**src/rtl/servant_mdu_seq.sv**
```systemverilog
// servant_mdu_seq: iterative RV32M multiply/divide unit for the servant CPU
// extension interface. A single 64-bit shift datapath {hi, lo} produces one
// result bit per cycle for both multiply (shift-add) and divide (restoring).
// Optional build macro: SERVANT_MDU_ZERO_SKIP_EN. When it is defined, a zero
// multiplier or divisor skips the iterative phase; results are unchanged.
//
// state | meaning
// IDLE  | waiting for i_valid; latches operands, sign flag and funct3
// CALC  | 32 iterations, one result bit per cycle; abort if i_valid drops
// DONE  | selects and sign-corrects the result, pulses o_ready
module servant_mdu_seq #(
    parameter RESET_STRATEGY = "MINI"
) (
    input  logic        i_clk,
    input  logic        i_rst,
    input  logic        i_valid,
    input  logic [31:0] i_rs1,
    input  logic [31:0] i_rs2,
    input  logic [2:0]  i_funct3,
    output logic [31:0] o_rd,
    output logic        o_ready
);

    localparam bit MINI_RST = (RESET_STRATEGY == "MINI") || (RESET_STRATEGY == "NONE");

    typedef enum logic [1:0] {IDLE, CALC, DONE} state_t;

    state_t      state;
    logic [4:0]  counter;
    logic [2:0]  funct3_q;
    logic        neg_q;
    logic [31:0] hi;
    logic [31:0] lo;
    logic [31:0] b;
    logic [31:0] rd_q;

    logic        div_op;
    logic        s1_signed;
    logic        s2_signed;
    logic        rs2_zero;
    logic        neg_calc;
    logic [31:0] rs1_mag;
    logic [31:0] rs2_mag;
    logic [32:0] mul_sum;
    logic [32:0] rem_shift;
    logic [33:0] div_trial;
    logic [63:0] prod;
    logic [63:0] prod_fix;
    logic [31:0] div_sel;
    logic [31:0] result;

    // Request decode: operand signedness, magnitudes and result sign.
    // Signed division by zero keeps the raw dividend so the remainder comes
    // out as rs1 unchanged with no sign fix-up.
    always_comb begin
        div_op    = i_funct3[2];
        rs2_zero  = (i_rs2 == 32'd0);
        if (div_op) begin
            s1_signed = ~i_funct3[0] & ~rs2_zero;
            s2_signed = ~i_funct3[0] & ~rs2_zero;
        end else begin
            s1_signed = (i_funct3[1:0] == 2'b01) || (i_funct3[1:0] == 2'b10);
            s2_signed = (i_funct3[1:0] == 2'b01);
        end
        rs1_mag = (s1_signed && i_rs1[31]) ? (32'd0 - i_rs1) : i_rs1;
        rs2_mag = (s2_signed && i_rs2[31]) ? (32'd0 - i_rs2) : i_rs2;
        if (div_op && i_funct3[1])
            neg_calc = s1_signed & i_rs1[31];
        else
            neg_calc = (s1_signed & i_rs1[31]) ^ (s2_signed & i_rs2[31]);
    end

    // Iteration arithmetic and final result selection.
    always_comb begin
        mul_sum   = {1'b0, hi} + (lo[0] ? {1'b0, b} : 33'd0);
        rem_shift = {hi, lo[31]};
        div_trial = {1'b0, rem_shift} - {2'b00, b};
        prod      = {hi, lo};
        prod_fix  = neg_q ? (64'd0 - prod) : prod;
        div_sel   = funct3_q[1] ? hi : lo;
        if (funct3_q[2])
            result = neg_q ? (32'd0 - div_sel) : div_sel;
        else if (funct3_q[1:0] == 2'b00)
            result = prod_fix[31:0];
        else
            result = prod_fix[63:32];
    end

    // Sequencer and datapath registers.
    always_ff @(posedge i_clk) begin
        if (i_rst) begin
            state   <= IDLE;
            o_ready <= 1'b0;
            if (!MINI_RST) begin
                counter  <= 5'd0;
                funct3_q <= 3'd0;
                neg_q    <= 1'b0;
                hi       <= 32'd0;
                lo       <= 32'd0;
                b        <= 32'd0;
                rd_q     <= 32'd0;
            end
        end else begin
            case (state)
                IDLE: begin
                    o_ready <= 1'b0;
                    // o_ready high means the CPU has not yet seen completion
                    // of the previous request, so its valid is stale.
                    if (i_valid && !o_ready) begin
                        funct3_q <= i_funct3;
                        neg_q    <= neg_calc;
                        counter  <= 5'd31;
                        hi       <= 32'd0;
                        state    <= CALC;
                        if (div_op) begin
                            lo <= rs1_mag;
                            b  <= rs2_mag;
                        end else begin
                            lo <= rs2_mag;
                            b  <= rs1_mag;
                        end
`ifdef SERVANT_MDU_ZERO_SKIP_EN
                        if (rs2_zero) begin
                            state <= DONE;
                            neg_q <= 1'b0;
                            if (div_op) begin
                                hi <= i_rs1;
                                lo <= 32'hFFFF_FFFF;
                            end else begin
                                lo <= 32'd0;
                            end
                        end
`endif
                    end
                end
                CALC: begin
                    if (!i_valid) begin
                        state <= IDLE;
                    end else begin
                        if (funct3_q[2]) begin
                            if (!div_trial[33]) begin
                                hi <= div_trial[31:0];
                                lo <= {lo[30:0], 1'b1};
                            end else begin
                                hi <= rem_shift[31:0];
                                lo <= {lo[30:0], 1'b0};
                            end
                        end else begin
                            hi <= mul_sum[32:1];
                            lo <= {mul_sum[0], lo[31:1]};
                        end
                        counter <= counter - 5'd1;
                        if (counter == 5'd0)
                            state <= DONE;
                    end
                end
                DONE: begin
                    o_ready <= 1'b1;
                    rd_q    <= result;
                    state   <= IDLE;
                end
                default: begin
                    state   <= IDLE;
                    o_ready <= 1'b0;
                end
            endcase
        end
    end

    assign o_rd = o_ready ? rd_q : 32'd0;

endmodule
```
**config.mk**
```make
export PLATFORM = sky130hd
export DESIGN_NAME = servant_mdu_seq
export DESIGN_NICKNAME = d
export VERILOG_FILES = /design/src/rtl/servant_mdu_seq.sv
export SDC_FILE = /design/constraint.sdc
export NUM_CORES = 1
export LEC_CHECK = 0
export ABC_AREA = 1
export BUFFER_PORTS_ARGS = -buffer_cell sky130_fd_sc_hd__buf_2
export CORE_MARGIN = 1.5
export CORE_UTILIZATION = 32
export DETAILED_ROUTE_END_ITERATION = 16
export GPL_TIMING_DRIVEN = 0
export PLACE_DENSITY_LB_ADDON = 0.12
export REMOVE_ABC_BUFFERS = 1
export SYNTH_ARGS = -nofsm -noshare
export SYNTH_HDL_FRONTEND = slang
export SYNTH_SLANG_ARGS = --single-unit
```
**constraint.sdc**
```tcl
create_clock -name i_clk -period 5.2 [get_ports i_clk]
set_input_delay 0.52 -clock i_clk [delete_from_list [all_inputs] [get_ports i_clk]]
set_output_delay 0.52 -clock i_clk [all_outputs]
set_load 0.02 [all_outputs]
```
### Word-level counts from Yosys, hierarchy flattened

Index checks and enable logic that the tools add are counted.

| storage, ports and cells | value |
|---|---|
| flip-flop bits (word level) | 140 |
| latch bits | 0 |
| bits in writable memories | 0 |
| memory bits (read-only) | 0 |
| input port bits | 70 |
| output and inout bits | 33 |
| word-level logic and storage cells | 77 |
| memories | 0 |

| cells by class | value |
|---|---|
| $add $sub $neg | 7 |
| $mul | 0 |
| divide/modulo/power cells | 0 |
| $lt $le $gt $ge | 0 |
| eq/ne operators | 7 |
| shift-type cells | 0 |
| multiplexer cells | 32 |
| bitwise operators | 7 |
| reduce and logical (&&, ||, !) cells | 15 |

Operator list:

| operator | count |
|---|---|
| $mux 32 | 17 |
| $pmux 32 s2 | 2 |
| $sub 1x32->32 const A | 3 |
| $mux 64 | 1 |
| $sub 1x64->64 const A | 1 |
| $sub 33x32->34 | 1 |
| $add 32x32->33 | 1 |
| $logic_not 32->1 | 1 |
| $mux 5 | 2 |
| $pmux 5 s2 | 1 |
| $mux 2 | 3 |
| $logic_not 5->1 | 1 |
| $sub 5x1->5 const B | 1 |
| $eq 2x1->1 const B | 2 |
| $eq 2x2->1 const B | 2 |
| $logic_and 1x1->1 | 4 |
| $logic_not 2->1 | 2 |
| $mux 1 | 4 |
| $ne 2x2->1 const B | 2 |
| $pmux 2 s2 | 1 |
| $reduce_and 2->1 | 2 |
| $reduce_and 4->1 | 1 |
| $and 1x1->1 | 3 |
| $ne 3x3->1 const B | 1 |
| other kinds (7) | 9 |

### Depth between registers and ports, before layout

| logic depth | value |
|---|---|
| depth after elaboration | 9 |
| depth in mapped cells | 19 |

### Worst setup path after synthesis

No wires, ideal clock.

| path | value |
|---|---|
| kind | register to register |
| from | reg o_ready |
| to | reg counter[0] (enable) |
| arrival | 3.887 ns |
| data required time | 4.704 ns |
| path slack | 0.817 ns |
| stages on the path, launching flop included | 6 |
| buffers on the path | 1 |
| period minus slack after synthesis | 4.383 ns |
| path through | dfxtp_1 -> clkbuf_1 -> or2_2 -> nand3_1 -> o21ai_0 -> nor2_1 |

| on the way | value |
|---|---|
| longest elaborated chain between the ends | 4 |

RTL lines:

| element | RTL line | RTL |
|---|---|---|
| start: declaration | 21 | `output logic o_ready` |
| start signal: assignment | 93 | `o_ready <= 1'b0;` |
| start signal: assignment | 106 | `o_ready <= 1'b0;` |
| start signal: assignment | 158 | `o_ready <= 1'b1;` |
| $logic_not 1->1 | 109 | `if (i_valid && !o_ready) begin` |
| $logic_and 1x1->1 | 109 |  |
| $ne 2x2->1 (no line) | - |  |
| $reduce_and 4->1 (no line) | - |  |
| end signal: assignment | 152 | `counter <= counter - 5'd1;` |
| end: declaration | 29 | `logic [4:0] counter;` |

Every way passes these cells.
A chain may end at the register's enable or synchronous reset.

### Worst setup path after layout

| path | value |
|---|---|
| from | reg funct3_q[1] |
| to | reg rd_q[6] (data pin) |

| on the way | value |
|---|---|
| longest elaborated chain between the ends | 4 |

RTL lines:

| element | RTL line | RTL |
|---|---|---|
| start: declaration | 30 | `logic [2:0] funct3_q;` |
| start signal: assignment | 110 | `funct3_q <= i_funct3;` |
| $mux 32 | 80 | `div_sel = funct3_q[1] ? hi : lo;` |
| $sub 1x32->32 | 82 | `result = neg_q ? (32'd0 - div_sel) : div_sel;` |
| $mux 32 | 82 |  |
| $mux 32 (*) | 81 | `if (funct3_q[2])` |
| net result[6] | 50 | `logic [31:0] result;` |
| end signal: assignment | 159 | `rd_q <= result;` |
| end: declaration | 35 | `logic [31:0] rd_q;` |

Mark *: on every way through the listed nets, which the timed path passes. The rest lies on a longest branch.

==> qor.yml <==
status: "finished, violations left"
violations: "DRC"
synthMuxAreaShare_pct: 0
hold_path.startpoint: "i_funct3[1]"
cts_buffer_depth: 2
finalSetupViolations: 0
synth_xor_area_share_pct: 2.28
startpoint_type: "flip-flop"
synth_top_cell_area_share_pct: 21.5
worstPathArrival_ps: 4370
path_cells: "nor2_2 -> buf_8 -> clkinv_1 -> a21oi_1 -> o21ai_0 -> nand2_1 -> inv_1 -> a22oi_1"
cts_tree: "done"
yosysMostFrequentCell: "nand2_1"
reg2reg_from: "funct3_q[1]$_DFFE_PP_"
yosysUniqueCellTypes: 53
final_hold_viol_count: 0
syn2layout_area_growth_pct: 11.0
clock_latency_ps: 470
grt_max_degree: 90
synth_top_cell_by_area: "nand2_1"
cts.hold.buffers_added: 0
netlist_area_um2: 19200
cts_root_buf: "clkbuf_16"
crit_fanout: 36
rrSetupSlack_ps: 1060
synth_ff_type: "edfxtp_1"
r2r_end: "rd_q[6]$_DFFE_PP_"
row_count: 89
crit_path_end_kind: "flip-flop"
cts_max_level: 4
synth-simple-area-share_pct: 47.4
min_path_cells: 1
syn_avg_cell_area_um2: 5.73
path_delay_family: "buffers and inverters"
synthAdderAreaFrac_pct: 4.84
vdd_ir_drop_max_uv: 200
clk_pin_slew_ps: 70
finalCritPeriodShare_pct: 79.6
dieArea_um2: 61400
ys_ff_latch: 140
syn_inst: 3351
synthTopCellsByArea: "nand2_1 21%, edfxtp_1 21%, nand3_1 11%"
cts_made_buffers: 17
crit_end: "rd_q[6]$_DFFE_PP_"
slew_violations: 0
synth_compound_area_share_pct: 10.6
die_w_um: 248
max_slew_margin_pct: 13.5
dp_hpwl_um: 66800
async_reset_ff_share_pct: 0
die_h_um: 248
power-per-cell-area_nw_per_um2: 218
grt_overflow_total: 0
antenna_cells: 0
critPathBufInv: 3
synth_top_family_by_area: "simple AND/OR/NAND/NOR gates"
num-nets-final: 3525
p_leak_nw: 10.9
grt_pass1_wl_um: 122000
post_cts_buffers: 0
antenna_found_initial: 1
post_cts_resized: 0
crit_start: "funct3_q[1]$_DFFE_PP_"
whs_ps: 277
cp_slowest_cell: "clkinv_1"
cts_sinks: 140
path_depth: 8
period_needed_ps: 4140
rsz0062_at_grt: "no"
worstRegToRegCells: 8
wl_um: 81700
hold_path_class: "primary input to flip-flop"
drtIter0Drc: 2141
ant_nets: 0
fmax_mhz: 242
core_area_um2: 59100
tightest_slew_ps: 1290
drcViolationCount: 2
grt_pass1_vias: 19900
ys_seq_area_share_pct: 21.8
setup_tns_ps: 0
wl_per_cell_um: 19.6
drive_gt1_share_pct: 7.22
first_pass_iters: 13
synth_edf_count: 137
ios: 103
drv_cap: 0
vias: 21800
grt.total_usage_pct: 26.6
viasPerCell: 5.22
yosys_warnings: 0
gp_congestion: 0.986
cpPeakStageDelay_ps: 1000
skew_ps: 19.2
io_buffer_count: 102
initial_core_util_pct: 32.4
synthTopCellsByCount: "1098 x nand2_1, 507 x inv_1, 425 x nand3_1, 348 x nor2_1, 137 x edfxtp_1"
path_class: "flip-flop to flip-flop"
worst_ep_required_time_ps: 5430
[layout by cell type, fill, tap and decap left out, types with 4 or more instances in the layout]
cell and n:
nand2_1 1097, inv_1 505, nand3_1 425, nor2_1 344, edfxtp_1 137, a21oi_1 135
o21ai_0 122, nand4_1 120, buf_2 102, ha_1 71, xor2_1 44, o21a_1 31
nor3_1 28, o21ai_1 23, clkbuf_16 17, nand3b_1 13, o21bai_1 13, buf_16 13
o21ai_2 12, nor2_2 12, nand2_2 10, inv_2 10, nand4_2 9, nor2_4 7
nand3_2 6, o211ai_1 6, xnor2_1 6, or2_2 6, buf_12 6, and2_1 5
inv_8 5, nand2_4 4, nor4_1 4, a31oi_1 4, inv_6 4
[final cells by class]
| class | count | area [µm²] |
|---|---|---|
| Clock buffer | 17 | 425 |
| Timing Repair Buffer | 125 | 1040 |
| Clock inverter | 15 | 200 |
| Tap cell | 773 | 967 |
| Sequential cell | 140 | 4170 |
| Multi-Input combinational cell | 2580 | 12500 |
| Inverter | 518 | 1950 |
| Fill cell | 6821 | 37800 |
[routing by layer]
layer | up-vias | GRT usage [%] | wire (µm)
li1 | 10900 | - | -
met1 | 9973 | 38.2 | 38800
met2 | 753 | 40.2 | 34300
met3 | 115 | 2.41 | 5090
met4 | 2 | 11.9 | 3480
met5 | - | 0 | 13
[flip-flops by register name (all words and copies together), names as in the netlist]
| register | count |
|---|---|
| lo | 32 |
| counter | 5 |
| neg_q | 1 |
| hi | 32 |
| o_ready | 1 |
| rd_q | 32 |
| b | 32 |
| state | 2 |
| funct3_q | 3 |
[kinds of logic (layout without fill, tap and decap cells)]
group,Yosys count,count (layout)
compound gates,359,359
fa+ha+maj,73,73
flops,140,140
xor+xnor,50,50
buf+inv,631,675
simple gates,2098,2098
[power breakdown]
group,switching [mW],internal [mW],total [mW]
Clock,0.612,0.736,1.35
Combinational,1.25,0.555,1.80
Sequential,0.153,1.35,1.50
[how the worst min path moves through the flow]
stage / end / slack (ps)
2_1_floorplan: o_ready$_SDFFE_PP0N_ / 480
3_3_place_gp: o_ready$_SDFFE_PP0N_ / 510
3_5_place_dp: counter[0]$_SDFFCE_PN1P_ / 550
4_1_cts: funct3_q[1]$_DFFE_PP_ / 260
5_1_grt: funct3_q[1]$_DFFE_PP_ / 280
6_report: funct3_q[1]$_DFFE_PP_ / 280
[through the flow]
step | cell area, µm² | power (mW) | util [%] | instances | setup WS (ps)
floorplan | 18600 | 2.61 | - | 3238 | -175
detailed placement | 20600 | 3.29 | 34.9 | 4134 | 500
CTS | 21200 | 4.64 | 35.9 | 4166 | 1000
global route | 21300 | 4.91 | 36.0 | 4168 | 777
finish | 21300 | 4.65 | 36.0 | 4168 | 1060
global placement | 20100 | 3.27 | 34.0 | 4113 | -4050
Note: power is estimated with default switching activity, not from simulation.
